`src/rtl/mdio_pkg.sv`:
```
// Shared types and constants for the clause-22 MDIO peripheral.
package mdio_pkg;

    typedef enum logic [2:0] {
        IDLE,
        HEADER,
        WRITE,
        READ,
        SKIP
    } state_t;

    localparam logic [1:0] ST_START = 2'b01;
    localparam logic [1:0] OP_WRITE = 2'b01;
    localparam logic [1:0] OP_READ  = 2'b10;

    localparam logic [4:0] HDR_LAST   = 5'd13;
    localparam logic [4:0] TA_LAST    = 5'd15;
    localparam logic [4:0] FRAME_LAST = 5'd31;

endpackage

```
`src/rtl/mdio_peripheral_if.sv`:
```
// MDIO serial lines plus register-file port of the peripheral.
interface mdio_peripheral_if;

    logic        MDC;
    logic        MDIO_OE;
    logic        MDIO_OUT;
    logic        MDIO_IN;
    logic        MDIO_IN_EN;
    logic [4:0]  ADDR;
    logic [15:0] WR_DATA;
    logic        WR_STB;
    logic [15:0] RD_DATA;
    logic        MDIO_DONE;

    modport master (
        output MDC, MDIO_OE, MDIO_OUT, RD_DATA,
        input  MDIO_IN, MDIO_IN_EN, ADDR, WR_DATA, WR_STB, MDIO_DONE
    );

    modport slave (
        input  MDC, MDIO_OE, MDIO_OUT, RD_DATA,
        output MDIO_IN, MDIO_IN_EN, ADDR, WR_DATA, WR_STB, MDIO_DONE
    );

endinterface

```
`src/rtl/mdc_edge_det.sv`:
```
// Registers MDC in the clk domain and flags its rising/falling edges.
module mdc_edge_det (
    input  logic clk,
    input  logic mdc,
    output logic rise,
    output logic fall
);

    logic mdc_q;

    // Left unreset so a reset with MDC high does not fake a rise.
    always_ff @(posedge clk) begin
        mdc_q <= mdc;
    end

    assign rise = mdc & ~mdc_q;
    assign fall = ~mdc & mdc_q;

endmodule

```
`src/rtl/mdio_peripheral.sv`:
```
// Clause-22 MDIO target: decodes frames into register writes and serves reads.
module mdio_peripheral
    import mdio_pkg::*;
#(
    parameter logic [4:0] PHY_ADDR = 5'd1
) (
    input logic               clk,
    input logic               rst,
    mdio_peripheral_if.slave  bus
);

    state_t      state, state_n;
    logic [4:0]  cnt, cnt_n;
    logic [14:0] sh, sh_n;
    logic [4:0]  addr, addr_n;
    logic [15:0] wdata, wdata_n;
    logic        stb, stb_n;
    logic        done, done_n;
    logic        mdio_in_q, mdio_in_n;
    logic        mdio_en_q, mdio_en_n;
    logic        rise, fall;
    logic        mdo, oe;
    logic [13:0] hdr;

    mdc_edge_det u_edge (
        .clk  (clk),
        .mdc  (bus.MDC),
        .rise (rise),
        .fall (fall)
    );

    assign mdo = bus.MDIO_OUT;
    assign oe  = bus.MDIO_OE;
    // Header as it stands once the bit on this rise is shifted in.
    assign hdr = {sh[12:0], mdo};

    always_ff @(posedge clk) begin
        if (rst) begin
            state     <= IDLE;
            cnt       <= '0;
            sh        <= '0;
            addr      <= '0;
            wdata     <= '0;
            stb       <= 1'b0;
            done      <= 1'b0;
            mdio_in_q <= 1'b0;
            mdio_en_q <= 1'b0;
        end else begin
            state     <= state_n;
            cnt       <= cnt_n;
            sh        <= sh_n;
            addr      <= addr_n;
            wdata     <= wdata_n;
            stb       <= stb_n;
            done      <= done_n;
            mdio_in_q <= mdio_in_n;
            mdio_en_q <= mdio_en_n;
        end
    end

    always_comb begin
        state_n   = state;
        cnt_n     = cnt;
        sh_n      = sh;
        addr_n    = addr;
        wdata_n   = wdata;
        stb_n     = 1'b0;
        done_n    = 1'b0;
        mdio_in_n = mdio_in_q;
        mdio_en_n = mdio_en_q;
        unique case (state)
            IDLE: begin
                if (rise && oe) begin
                    sh_n    = {sh[13:0], mdo};
                    cnt_n   = 5'd1;
                    state_n = HEADER;
                end
            end
            HEADER: begin
                if (rise) begin
                    if (!oe) begin
                        state_n = IDLE;
                        cnt_n   = '0;
                    end else begin
                        sh_n  = {sh[13:0], mdo};
                        cnt_n = cnt + 5'd1;
                        if (cnt == HDR_LAST) begin
                            if (hdr[13:12] != ST_START || hdr[9:5] != PHY_ADDR) begin
                                state_n = SKIP;
                            end else if (hdr[11:10] == OP_WRITE) begin
                                state_n = WRITE;
                                addr_n  = hdr[4:0];
                            end else if (hdr[11:10] == OP_READ) begin
                                state_n = READ;
                                addr_n  = hdr[4:0];
                            end else begin
                                state_n = SKIP;
                            end
                        end
                    end
                end
            end
            WRITE: begin
                if (rise) begin
                    if (cnt > TA_LAST && !oe) begin
                        state_n = IDLE;
                        cnt_n   = '0;
                    end else begin
                        sh_n  = {sh[13:0], mdo};
                        cnt_n = cnt + 5'd1;
                        if (cnt == FRAME_LAST) begin
                            wdata_n = {sh, mdo};
                            stb_n   = 1'b1;
                            done_n  = 1'b1;
                            state_n = IDLE;
                            cnt_n   = '0;
                        end
                    end
                end
            end
            READ: begin
                if (rise) begin
                    cnt_n = cnt + 5'd1;
                    if (cnt == FRAME_LAST) begin
                        mdio_en_n = 1'b0;
                        mdio_in_n = 1'b0;
                        done_n    = 1'b1;
                        state_n   = IDLE;
                        cnt_n     = '0;
                    end
                end else if (fall) begin
                    // cnt already points at the bit the controller samples next.
                    if (cnt == TA_LAST) begin
                        mdio_en_n = 1'b1;
                        mdio_in_n = 1'b0;
                    end else if (cnt == TA_LAST + 5'd1) begin
                        sh_n      = bus.RD_DATA[14:0];
                        mdio_in_n = bus.RD_DATA[15];
                    end else if (cnt > TA_LAST + 5'd1) begin
                        mdio_in_n = sh[14];
                        sh_n      = {sh[13:0], 1'b0};
                    end
                end
            end
            SKIP: begin
                if (rise) begin
                    cnt_n = cnt + 5'd1;
                    if (cnt == FRAME_LAST) begin
                        state_n = IDLE;
                        cnt_n   = '0;
                    end
                end
            end
            default: begin
                state_n = IDLE;
                cnt_n   = '0;
            end
        endcase
    end

    assign bus.MDIO_IN    = mdio_in_q;
    assign bus.MDIO_IN_EN = mdio_en_q;
    assign bus.ADDR       = addr;
    assign bus.WR_DATA    = wdata;
    assign bus.WR_STB     = stb;
    assign bus.MDIO_DONE  = done;

endmodule

```
`src/flat_wrapper.sv`:
```
// flat-port wrapper written by rule: the top's interface ports become plain ports
module mdio_peripheral_flat import mdio_pkg::*;
#(
    parameter logic [4:0] PHY_ADDR = 5'd1
)
  (clk, rst, bus_MDC, bus_MDIO_OE, bus_MDIO_OUT, bus_RD_DATA, bus_MDIO_IN, bus_MDIO_IN_EN, bus_ADDR, bus_WR_DATA, bus_WR_STB, bus_MDIO_DONE);
  mdio_peripheral_if bus_i ();
  input logic clk;
  input logic rst;
  input wire logic [$bits(bus_i.MDC)-1:0] bus_MDC;
  input wire logic [$bits(bus_i.MDIO_OE)-1:0] bus_MDIO_OE;
  input wire logic [$bits(bus_i.MDIO_OUT)-1:0] bus_MDIO_OUT;
  input wire logic [$bits(bus_i.RD_DATA)-1:0] bus_RD_DATA;
  output wire logic [$bits(bus_i.MDIO_IN)-1:0] bus_MDIO_IN;
  output wire logic [$bits(bus_i.MDIO_IN_EN)-1:0] bus_MDIO_IN_EN;
  output wire logic [$bits(bus_i.ADDR)-1:0] bus_ADDR;
  output wire logic [$bits(bus_i.WR_DATA)-1:0] bus_WR_DATA;
  output wire logic [$bits(bus_i.WR_STB)-1:0] bus_WR_STB;
  output wire logic [$bits(bus_i.MDIO_DONE)-1:0] bus_MDIO_DONE;
  assign bus_i.MDC = bus_MDC;
  assign bus_i.MDIO_OE = bus_MDIO_OE;
  assign bus_i.MDIO_OUT = bus_MDIO_OUT;
  assign bus_i.RD_DATA = bus_RD_DATA;
  assign bus_MDIO_IN = bus_i.MDIO_IN;
  assign bus_MDIO_IN_EN = bus_i.MDIO_IN_EN;
  assign bus_ADDR = bus_i.ADDR;
  assign bus_WR_DATA = bus_i.WR_DATA;
  assign bus_WR_STB = bus_i.WR_STB;
  assign bus_MDIO_DONE = bus_i.MDIO_DONE;
  mdio_peripheral #(.PHY_ADDR(PHY_ADDR)) u_core (.clk(clk), .rst(rst), .bus(bus_i));
endmodule
```
`config.mk`:
```
export PLATFORM = sky130hd
export DESIGN_NAME = mdio_peripheral_flat
export DESIGN_NICKNAME = d
export VERILOG_FILES = /design/src/rtl/mdio_pkg.sv /design/src/rtl/mdio_peripheral_if.sv /design/src/rtl/mdc_edge_det.sv /design/src/rtl/mdio_peripheral.sv /design/src/flat_wrapper.sv
export SDC_FILE = /design/constraint.sdc
export NUM_CORES = 1
export LEC_CHECK = 0
export CAP_MARGIN = 20
export CORE_MARGIN = 4
export CORE_UTILIZATION = 40
export DETAILED_ROUTE_END_ITERATION = 8
export PLACE_DENSITY_LB_ADDON = 0.3
export SYNTH_ARGS = -nofsm -noshare
export SYNTH_HDL_FRONTEND = slang
export SYNTH_SLANG_ARGS = --single-unit
```
`constraint.sdc`:
```
create_clock -name clk -period 2.3 [get_ports clk]
set_input_delay 0.345 -clock clk [delete_from_list [all_inputs] [get_ports clk]]
set_output_delay 0.345 -clock clk [all_outputs]
set_load 0.05 [all_outputs]
```
# Word-level counts from Yosys, hierarchy flattened
# Index checks and enable logic that the tools add are counted.
# Widths: inputs -> output; s select.
# totals
reg_bits	49
inputBits	21
output_inout_bits	25
elab_cells	110
# classes
n_addsub	1
magnitude_cmp	2
n_eq_ne	24
mux	47
bitwise_logic	7
n_reduce_logical	19
# ops
op	count
$mux 15	10
$pmux 15 s4	1
$mux 5	9
$mux 3	11
$pmux 5 s4	1
$reduce_and 4->1	4
$mux 1	13
$ne 2x1->1 const B	6
$pmux 3 s4	1
$eq 5x4->1 const B	2
$eq 5x5->1 const B	2
$ne 2x2->1 const B	5
$reduce_and 10->1	1
$reduce_bool 4->1	2
$eq 3x2->1 const B	2
$reduce_and 6->1	1
$reduce_bool 2->1	3
$add 5x1->5 const B	1
$gt 5x4->1 const B	1
$gt 5x5->1 const B	1
$ne 5x1->1 const B	1
$not 1->1	5
$reduce_and 5->1	1
$reduce_or 2->1	2
12 further kinds	14

# Depth between registers and ports, before layout
# Gate-level depths: netlist of run 1.
# logic_depth
word_depth	8
mapped_depth	9
ltp_nobuf	7

# By module
# A second synthesis of run 1 with hierarchy kept.
# unflattened
hier_cells	272
area_unflattened_um2	2533.7
# modules_own_cells
mod	instances	cells_each	area_each_um2	seq_area_each_um2
mdio_peripheral	1	269	2498.6	960.9
mdc_edge_det	1	3	35.0	20.0

# Worst setup path before layout of run 1
# OpenSTA, ideal clock, no wires.
# synth_path
path_type	reg-to-reg
startpoint	reg u_core.cnt[0]
endpoint	reg u_core.cnt[2]
setup_ns	0.080
arrival_ns	2.341
t_required_ns	2.220
setup_slack_ns	-0.121
stages_incl_launch_ff	9
synth_period_minus_slack_ns	2.421
path_cell_list	dfxtp_1 -> ha_1 -> and3_1 -> ha_1 -> clkbuf_1 -> or4b_2 -> a211oi_1 -> o311ai_0 -> a22oi_1
# synth_via
elab_chain_cells	5
elab_cells_between_ends	11
# synth_lines
element	line	source
start, declared	mdio_peripheral.sv:13	logic [4:0] cnt, cnt_n;
start signal, assigned	mdio_peripheral.sv:50	cnt <= cnt_n;
$add 5x1->5 (tied with other cells)	n/a	
$mux 5 / $logic_and 1x1->1 (equally long branches)	n/a	
$mux 5	mdio_peripheral.sv:105	if (cnt > TA_LAST && !oe) begin
$mux 5	mdio_peripheral.sv:104	if (rise) begin
$pmux 5 s4 (*)	mdio_peripheral.sv:71	unique case (state)
# Mark *: on every way between the ends. The rest lies on a longest branch, timed or not. The select of a mux whose other input is x is not followed.
# A chain may end at the register's enable or synchronous reset.

# Final worst setup path of run 1
# layout_path
startpoint	reg u_core.cnt[1]
endpoint	reg u_core.wdata[3] (netlist: u_core.bus.WR_DATA[3])
# layout_via
elab_chain_cells	4
elab_cells_between_ends	5
# layout_lines
element	line	source
$gt 5x4->1	mdio_peripheral.sv:105	
$logic_and 1x1->1	mdio_peripheral.sv:105	
$not 1->1 (no line)	n/a	
$reduce_and 4->1 (no line) (*)	n/a	
end signal, assigned	mdio_peripheral.sv:53	wdata <= wdata_n;
end, declared	mdio_peripheral.sv:16	logic [15:0] wdata, wdata_n;
# Mark *: on every way between the ends. The rest lies on a longest branch, timed or not.

==> results.md, run 1 <==
- Period utilization: 95.28%
- Complex-gate fraction of the synthesized area: 21.94%
- Post-Synthesis Net Count: 308
- Initial antenna violation count: 0
- Global routing met1 resource utilization: 21.96%
- Yosys reg bits: 49
- Worst Path Required: 2490 ps
- Register area: 982.2 sq um
- Vias per inst: 5.711
- Distinct cell type count after synthesis: 50
- Kind of start point of the critical path: flop
- Clk Latency, worst-skew pair: 300 ps
- I/O Buffers: 45
- Commonest non-fill, non-tap cell in the layout: dfxtp_1
- Mapped cell area: 2532 sq um
- Area of the core: 6026 sq um
- Area delta synth->final: 32.07%
- Ratio of cells with drive above 1 in the final layout: 12.42%
- Buf/Inv on CP: 3
- VDD IR max: 0.2717 mV
- Final Hold Vio Count: 0
- Cells after Synth: 279
- Max_slew headroom: 53.84%
- Leakage power: 1.248 nW
- Run status: finished clean
- Total power: 1.564 mW
- Cells after DPL: 393
- Vias in the first global route: 2180
- Worst-path clk slew: 90 ps
- Die ar.: 7669 sq um
- Root buf cell: clkbuf_8
- CP dominant cell by count: ha_2
- Ant diodes: 0
- Drt initial violations: 112
- Fillers: 577
- MaxCap Viol Count: 0
- Final Setup Violations: 0
- Grt ovf: 0
- CP arrival: 2380 ps
- Post-synthesis mux area share: 12.25%
- CP cell instances: ha_2 -> and3_4 -> ha_2 -> buf_6 -> nand2_1 -> a2111oi_4 -> buf_4 -> clkbuf_16 -> mux2i_1 -> nor2_1
- CP Class: flop to flop
- Wire per inst: 16.46 um
- Final HPWL from detailed placement: 4493 um
- Crit path max-delay family: buffers and inverters
- Most frequent cells in the layout: 48 x dfxtp_1, 45 x clkdlybuf4s50_1, 30 x mux2i_1
- Met2 Resource Use GR: 28.29%
- Synth Area in Adders: 3.953%
- First-pass DRT Iterations: 4
- RD Place Congestion: 0.9081
- Async S/R FF share, synth: 0%
- # DRC: 0
- Pwr/cell area: 467.7 nW/um^2
- First-pass GRT wire length: 10320 um
- Top_reg_cell synth: dfxtp_1
- Vias: 2313
- Sequential fraction of the synthesis area: 38.74%
- Crit Path Max Fanout: 8
- Routed Antenna Nets: 0
- Fmax: 456.3 MHz
- Worst path slowest cell: dfxtp_1
- Tightest Pin Transition: 682.8 ps
- Final net count: 359
- Avg Cell Area, Syn: 9.077 sq um
- Cts hold-fix bufs: 0
- Die Span X: 87.57 um
- Initial core utilization: 42.03%
- Post-Route Setup TNS: 0 ps
- Pin count of the biggest net entering global routing: 40
- Minimum clock period: 2191 ps
- Yosys warnings: 0
- Layout Cells excl Fill: 405
- DIE HEIGHT: 87.57 um
- Main combinational cell family by area after synthesis: compound AO/OA/AOI/OAI gates
- CTS tree: done
- GRT busiest layer: met2
- Pins Over Slew Limit: 0
- CTS Buffer Depth: 2
- Met3 GRT Util: 4.139%
- EDFF count, synth: 0
- Hold Path Class: flop to flop
- Synth Area in Simple Gates: 16.95%
- Post-synthesis xor/xnor area fraction: 0.3458%
- H-Tree Depth: 2
- Rows: 28
- Total track usage: 17.04%
- Area taken by multi-input logic gates: 1464 sq um
- Crit. End Element: flop
- Total Wirelength: 6668 um
- Critical path's largest stage delay: 350 ps
- TritonCTS buffer count: 5
- Fin Clk Skew: 3.949 ps
- I/O pin count: 46
- CTS sink cnt: 49
## cell usage after synthesis (2+ instances only)
master / count / area [sq um]
nand4_1: 3 / 18.77
ha_1: 8 / 100.1
clkbuf_1: 17 / 63.81
mux2i_1: 31 / 310.3
nor3b_1: 3 / 22.52
dfxtp_1: 49 / 980.9
or3_1: 2 / 12.51
nor4_1: 2 / 12.51
and3b_1: 2 / 17.52
nor2b_1: 3 / 18.77
and3_1: 3 / 18.77
nand2_1: 8 / 30.03
a2bb2oi_1: 2 / 17.52
o21ai_0: 10 / 50.05
a31oi_1: 3 / 18.77
nor3_1: 2 / 10.01
and4bb_2: 2 / 25.02
nor4b_1: 2 / 17.52
a211oi_1: 2 / 15.01
inv_1: 14 / 52.55
nand3_1: 8 / 40.04
nor2_1: 23 / 86.33
nand4bb_1: 2 / 22.52
a311oi_1: 15 / 131.4
o311ai_0: 2 / 17.52
a21oi_1: 29 / 145.1
a211o_1: 3 / 26.28
buf_2: 4 / 20.02
a22oi_1: 2 / 15.01
and2_1: 3 / 18.77
## state kept, by name (all words and copies together) (netlist names)
name	count
u_core.bus.WR_DATA	16
u_core.u_edge.mdc_q	1
u_core.cnt	5
u_core.bus.ADDR	5
u_core.bus.MDIO_DONE	1
u_core.bus.MDIO_IN	1
u_core.bus.WR_STB	1
u_core.state	3
u_core.sh	15
u_core.bus.MDIO_IN_EN	1
## metal layers
layer	share of wire [%]	routed length, um	vias to the layer above
li1	-	-	1141
met1	45	3004	1110
met2	49	3280	54
met3	4.2	281	8
met4	1.5	100	0
met5	0	0	-
## report_power, final
group	internal [mW]	switching [mW]	total [mW]	leakage, nW
Combinational	0.0851	0.0759	0.161	0.811
Clock	0.210	0.301	0.511	0.0402
Sequential	0.867	0.0247	0.892	0.397
## worst reg2reg max path, stage by stage (launching register included)
cell       delay (ps)
dfxtp_1           350
ha_2              200
and3_4            220
ha_2              200
buf_6             130
nand2_1           100
a2111oi_4         270
buf_4             200
clkbuf_16         170
mux2i_1           180
nor2_1             60
## final timing paths
path | start | endpoint | slack [ps] | depth (start not counted)
setup reg to reg | u_core.cnt[1]$_SDFFE_PP0P_ | u_core.bus.WR_DATA[3]$_SDFFE_PP0P_ | 110 | 10
hold / removal | u_core.bus.MDIO_IN$_SDFFE_PP0P_ | u_core.bus.MDIO_IN$_SDFFE_PP0P_ | 460 | 2
setup / recovery | u_core.cnt[1]$_SDFFE_PP0P_ | u_core.bus.WR_DATA[3]$_SDFFE_PP0P_ | 110 | 10
hold reg to reg | u_core.bus.MDIO_IN$_SDFFE_PP0P_ | u_core.bus.MDIO_IN$_SDFFE_PP0P_ | 460 | 2
## per-stage QoR
step                      area, sq um  hold WS (ps)  worst slack [ps]  util, %
after detailed placement         3142         461.1            -50.56    52.14
after global placement           3142         450.7             12.14    52.14
after CTS                        3227         473.3             10.60    53.55
after floorplan                  2551         372.7             5.454        -
after global routing             3344         511.2            -20.15    55.50
final                            3344         463.6             108.6    55.50
## what timing repair did
action,4_1_cts,5_1_grt
setup buffers,0,2
resized for setup,0,12
setup endpoints to repair,0,18
## kinds of logic after synthesis
| kind of cell | Yosys count |
|---|---|
| adders and majority gates | 8 |
| buffers and inverters | 36 |
| DFF | 49 |
| xor gates and xnor gates | 1 |
| AOI/OAI and AO/OA | 80 |
| muxes | 31 |
| and+or+nand+nor | 74 |
## cell type report
type,count,share of cell area [%]
well taps,75,2.806
flip-flops and latches,49,29.37
repair buffers,66,19.94
clock buffers,5,2.058
clock inverters,2,0.4863
inverters,14,1.571
multi-input cells,194,43.77
Power figures use the tool's default switching activity.
==> inputs of run 2 (changes only) <==
--- a/config.mk
+++ b/config.mk
@@ -6,7 +6,7 @@
 export NUM_CORES = 1
 export LEC_CHECK = 0
 export CAP_MARGIN = 20
-export CORE_MARGIN = 4
+export CORE_MARGIN = 1.5
 export CORE_UTILIZATION = 40
 export DETAILED_ROUTE_END_ITERATION = 8
 export PLACE_DENSITY_LB_ADDON = 0.3
==> results.md, run 2 (synthesis gave the netlist of run 1 again) <==
- CP Class: flop to flop
- Pin count of the biggest net entering global routing: 34 (-15%)
- Vias in the first global route: 2213 (+1.5%)
- First-pass GRT wire length: 10490 um (+1.7%)
- DP Worst Slack: 0.9690 ps (+51.53 ps)
- Cells after DPL: 395 (+0.51%)
- Crit Path Max Fanout: 30 (+22)
- Final Setup Violations: 0 (unchanged)
- CP arrival: 2370 ps (about the same)
- Total power: 1.564 mW (about the same)
- Pins Over Slew Limit: 0 (unchanged)
- Leakage power: 1.234 nW (-1.1%)
- TritonCTS buffer count: 5 (unchanged)
- Critical path origin: u_core.cnt[0]$_SDFFE_PP0P_
- Layout Utilization: 54.28% (-1.2 points)
- CTS sink cnt: 49 (unchanged)
- Design area: 3271 sq um (-2.2%)
- Crit. End Element: flop
- Drt initial violations: 213 (+90%)
- Rows: 28 (unchanged)
- Smallest setup slack after layout: 138.8 ps (+30.20 ps)
- Fmax: 462.7 MHz (+1.4%)
- Tightest Pin Transition: 580.3 ps (-102.5 ps)
- Root buf cell: clkbuf_8
- Grt ovf: 0 (unchanged)
- Final hold slack: 459.6 ps (-3.981 ps)
- Critical R2R Capture: u_core.sh[14]$_SDFFE_PP0P_
- Worst r2r src: u_core.cnt[0]$_SDFFE_PP0P_
- Routed Antenna Nets: 0 (unchanged)
- Final Hold Vio Count: 0 (unchanged)
- DIE HEIGHT: 82.57 um (-5.7%)
- Register area: 982.2 sq um (unchanged)
- Fillers: 583 (+1.0%)
- Unrepaired setup endpoints after global routing: no
- WP depth: 8 (-2)
- Ratio of cells with drive above 1 in the final layout: 10.70% (-1.7 points)
- Worst path slowest cell: a221oi_2
- I/O Buffers: 45 (unchanged)
- Area of the core: 6026 sq um (unchanged)
- CTS Buffer Depth: 2 (unchanged)
- Commonest non-fill, non-tap cell in the layout: dfxtp_1
- Buf/Inv on CP: 1 (-2)
- Fin Clk Skew: 5.830 ps (+1.881 ps)
- Die Span X: 82.57 um (-5.7%)
- Max FFs per register: 16 (unchanged)
- Ant diodes: 0 (unchanged)
- Die ar.: 6818 sq um (-11%)
- Total Wirelength: 6442 um (-3.4%)
- Cts hold-fix bufs: 0 (unchanged)
- Crit path to: u_core.sh[14]$_SDFFE_PP0P_
- Area delta synth->final: 29.15%
- Kind of start point of the critical path: flop
- Run status: finished clean
- First-pass DRT Iterations: 4 (unchanged)
- Final HPWL from detailed placement: 4571 um (+1.7%)
- R2r worst-path depth: 8 (-2)
- Final net count: 356 (-0.84%)
- Vias per inst: 5.689 (-0.39%)
- Hold Path Class: flop to flop
- Layout Cells excl Fill: 402 (-0.74%)
- # DRC: 0 (unchanged)
- Crit path max-delay family: compound AO/OA/AOI/OAI gates
- RD Place Congestion: 0.8525 (-6.1%)
- Worst-path clk slew: 90 ps (about the same)
- Total track usage: 20.15% (+3.1 points)
- MaxCap Viol Count: 0 (unchanged)
- Worst R2R Setup Slack: 140 ps (+30 ps)
- Initial core utilization: 42.03% (unchanged)
- Minimum clock period: 2161 ps (-30.20 ps)
- Initial antenna violation count: 0 (unchanged)
- Clk Latency, worst-skew pair: 310 ps (about the same)
- Worst Path Required: 2510 ps (+20 ps)
- Period utilization: 93.97% (-1.3 points)
- Placed cell area: 3169 sq um (+0.88%)
- I/O pin count: 46 (unchanged)
- H-Tree Depth: 2 (unchanged)
- Most frequent cells in the layout: 48 x dfxtp_1, 45 x clkdlybuf4s50_1, 31 x mux2i_1
- Wire per inst: 16.02 um (-2.7%)
- Post-Route Setup TNS: 0 ps (unchanged)
- Pwr/cell area: 478.1 nW/um^2 (+2.2%)
- Area taken by multi-input logic gates: 1434 sq um (-2.1%)
- CTS tree: done
- CP cell instances: ha_1 -> and3_1 -> ha_2 -> nand4bb_1 -> a221oi_2 -> buf_12 -> a21oi_1 -> a311oi_1
- VDD IR max: 0.2881 mV (+6.1%)
- Critical path's largest stage delay: 340 ps (about the same)
- Vias: 2287 (-1.1%)
- Max_slew headroom: 60.77% (+6.9 points)
[run 2: cell types whose count changed in the layout (fill, tap and decap cells not counted), moves of 2 or more]
cell	change
buf_6	-3
buf_12	+2
clkbuf_16	-2
ha_1	+2
[run 2: power breakdown]
group	switching, mW	internal, mW
clock network	0.303	0.210
registers	0.0243	0.867
logic	0.0756	0.0829
total	0.403	1.16
[run 2: cell type report]
| class | count | share of cell area, % |
|---|---|---|
| clock inverters | 2 | 0.4973 |
| repair buffers | 63 | 19.05 |
| well taps | 75 | 2.869 |
| inverters | 14 | 1.607 |
| multi-input cells | 194 | 43.84 |
| flip-flops and latches | 49 | 30.03 |
| clock buffers | 5 | 2.104 |
[run 2: worst register-to-register path: cells and delay by family (launching register included)]
kind | cells | cell delay [ps]
compound gates | 3 | 680
fa+ha+maj | 2 | 420
simple gates | 2 | 420
flops | 1 | 330
buf+inv | 1 | 220
[run 2: routing by layer]
metal  vias to the layer above  global-route usage, %  wire, um
met3                         9                  3.187       230
met5                         -                      0         0
li1                       1140                      -         -
met1                      1092                  25.74      2951
met2                        46                  33.58      3147
met4                         0                  8.500       112
[run 2: worst min path at each step]
| stage | cells past startpoint | start | slack [ps] | end |
|---|---|---|---|---|
| global route | 2 | u_core.bus.MDIO_IN$_SDFFE_PP0P_ | 500 | u_core.bus.MDIO_IN$_SDFFE_PP0P_ |
| CTS | 2 | u_core.bus.MDIO_IN$_SDFFE_PP0P_ | 470 | u_core.bus.MDIO_IN$_SDFFE_PP0P_ |
| finish | 2 | u_core.bus.MDIO_IN$_SDFFE_PP0P_ | 460 | u_core.bus.MDIO_IN$_SDFFE_PP0P_ |
| floorplan | 0 | bus_MDC | 370 | u_core.u_edge.mdc_q$_DFF_P_ |
| detailed placement | 2 | u_core.bus.MDIO_IN$_SDFFE_PP0P_ | 450 | u_core.bus.MDIO_IN$_SDFFE_PP0P_ |
| global placement | 2 | u_core.bus.MDIO_IN$_SDFFE_PP0P_ | 440 | u_core.bus.MDIO_IN$_SDFFE_PP0P_ |
[run 2: repair_timing]
| item | CTS | global route |
|---|---|---|
| buffers inserted | 0 | 0 |
| resized for setup | 0 | 4 |
| setup endpoints to repair | 0 | 3 |
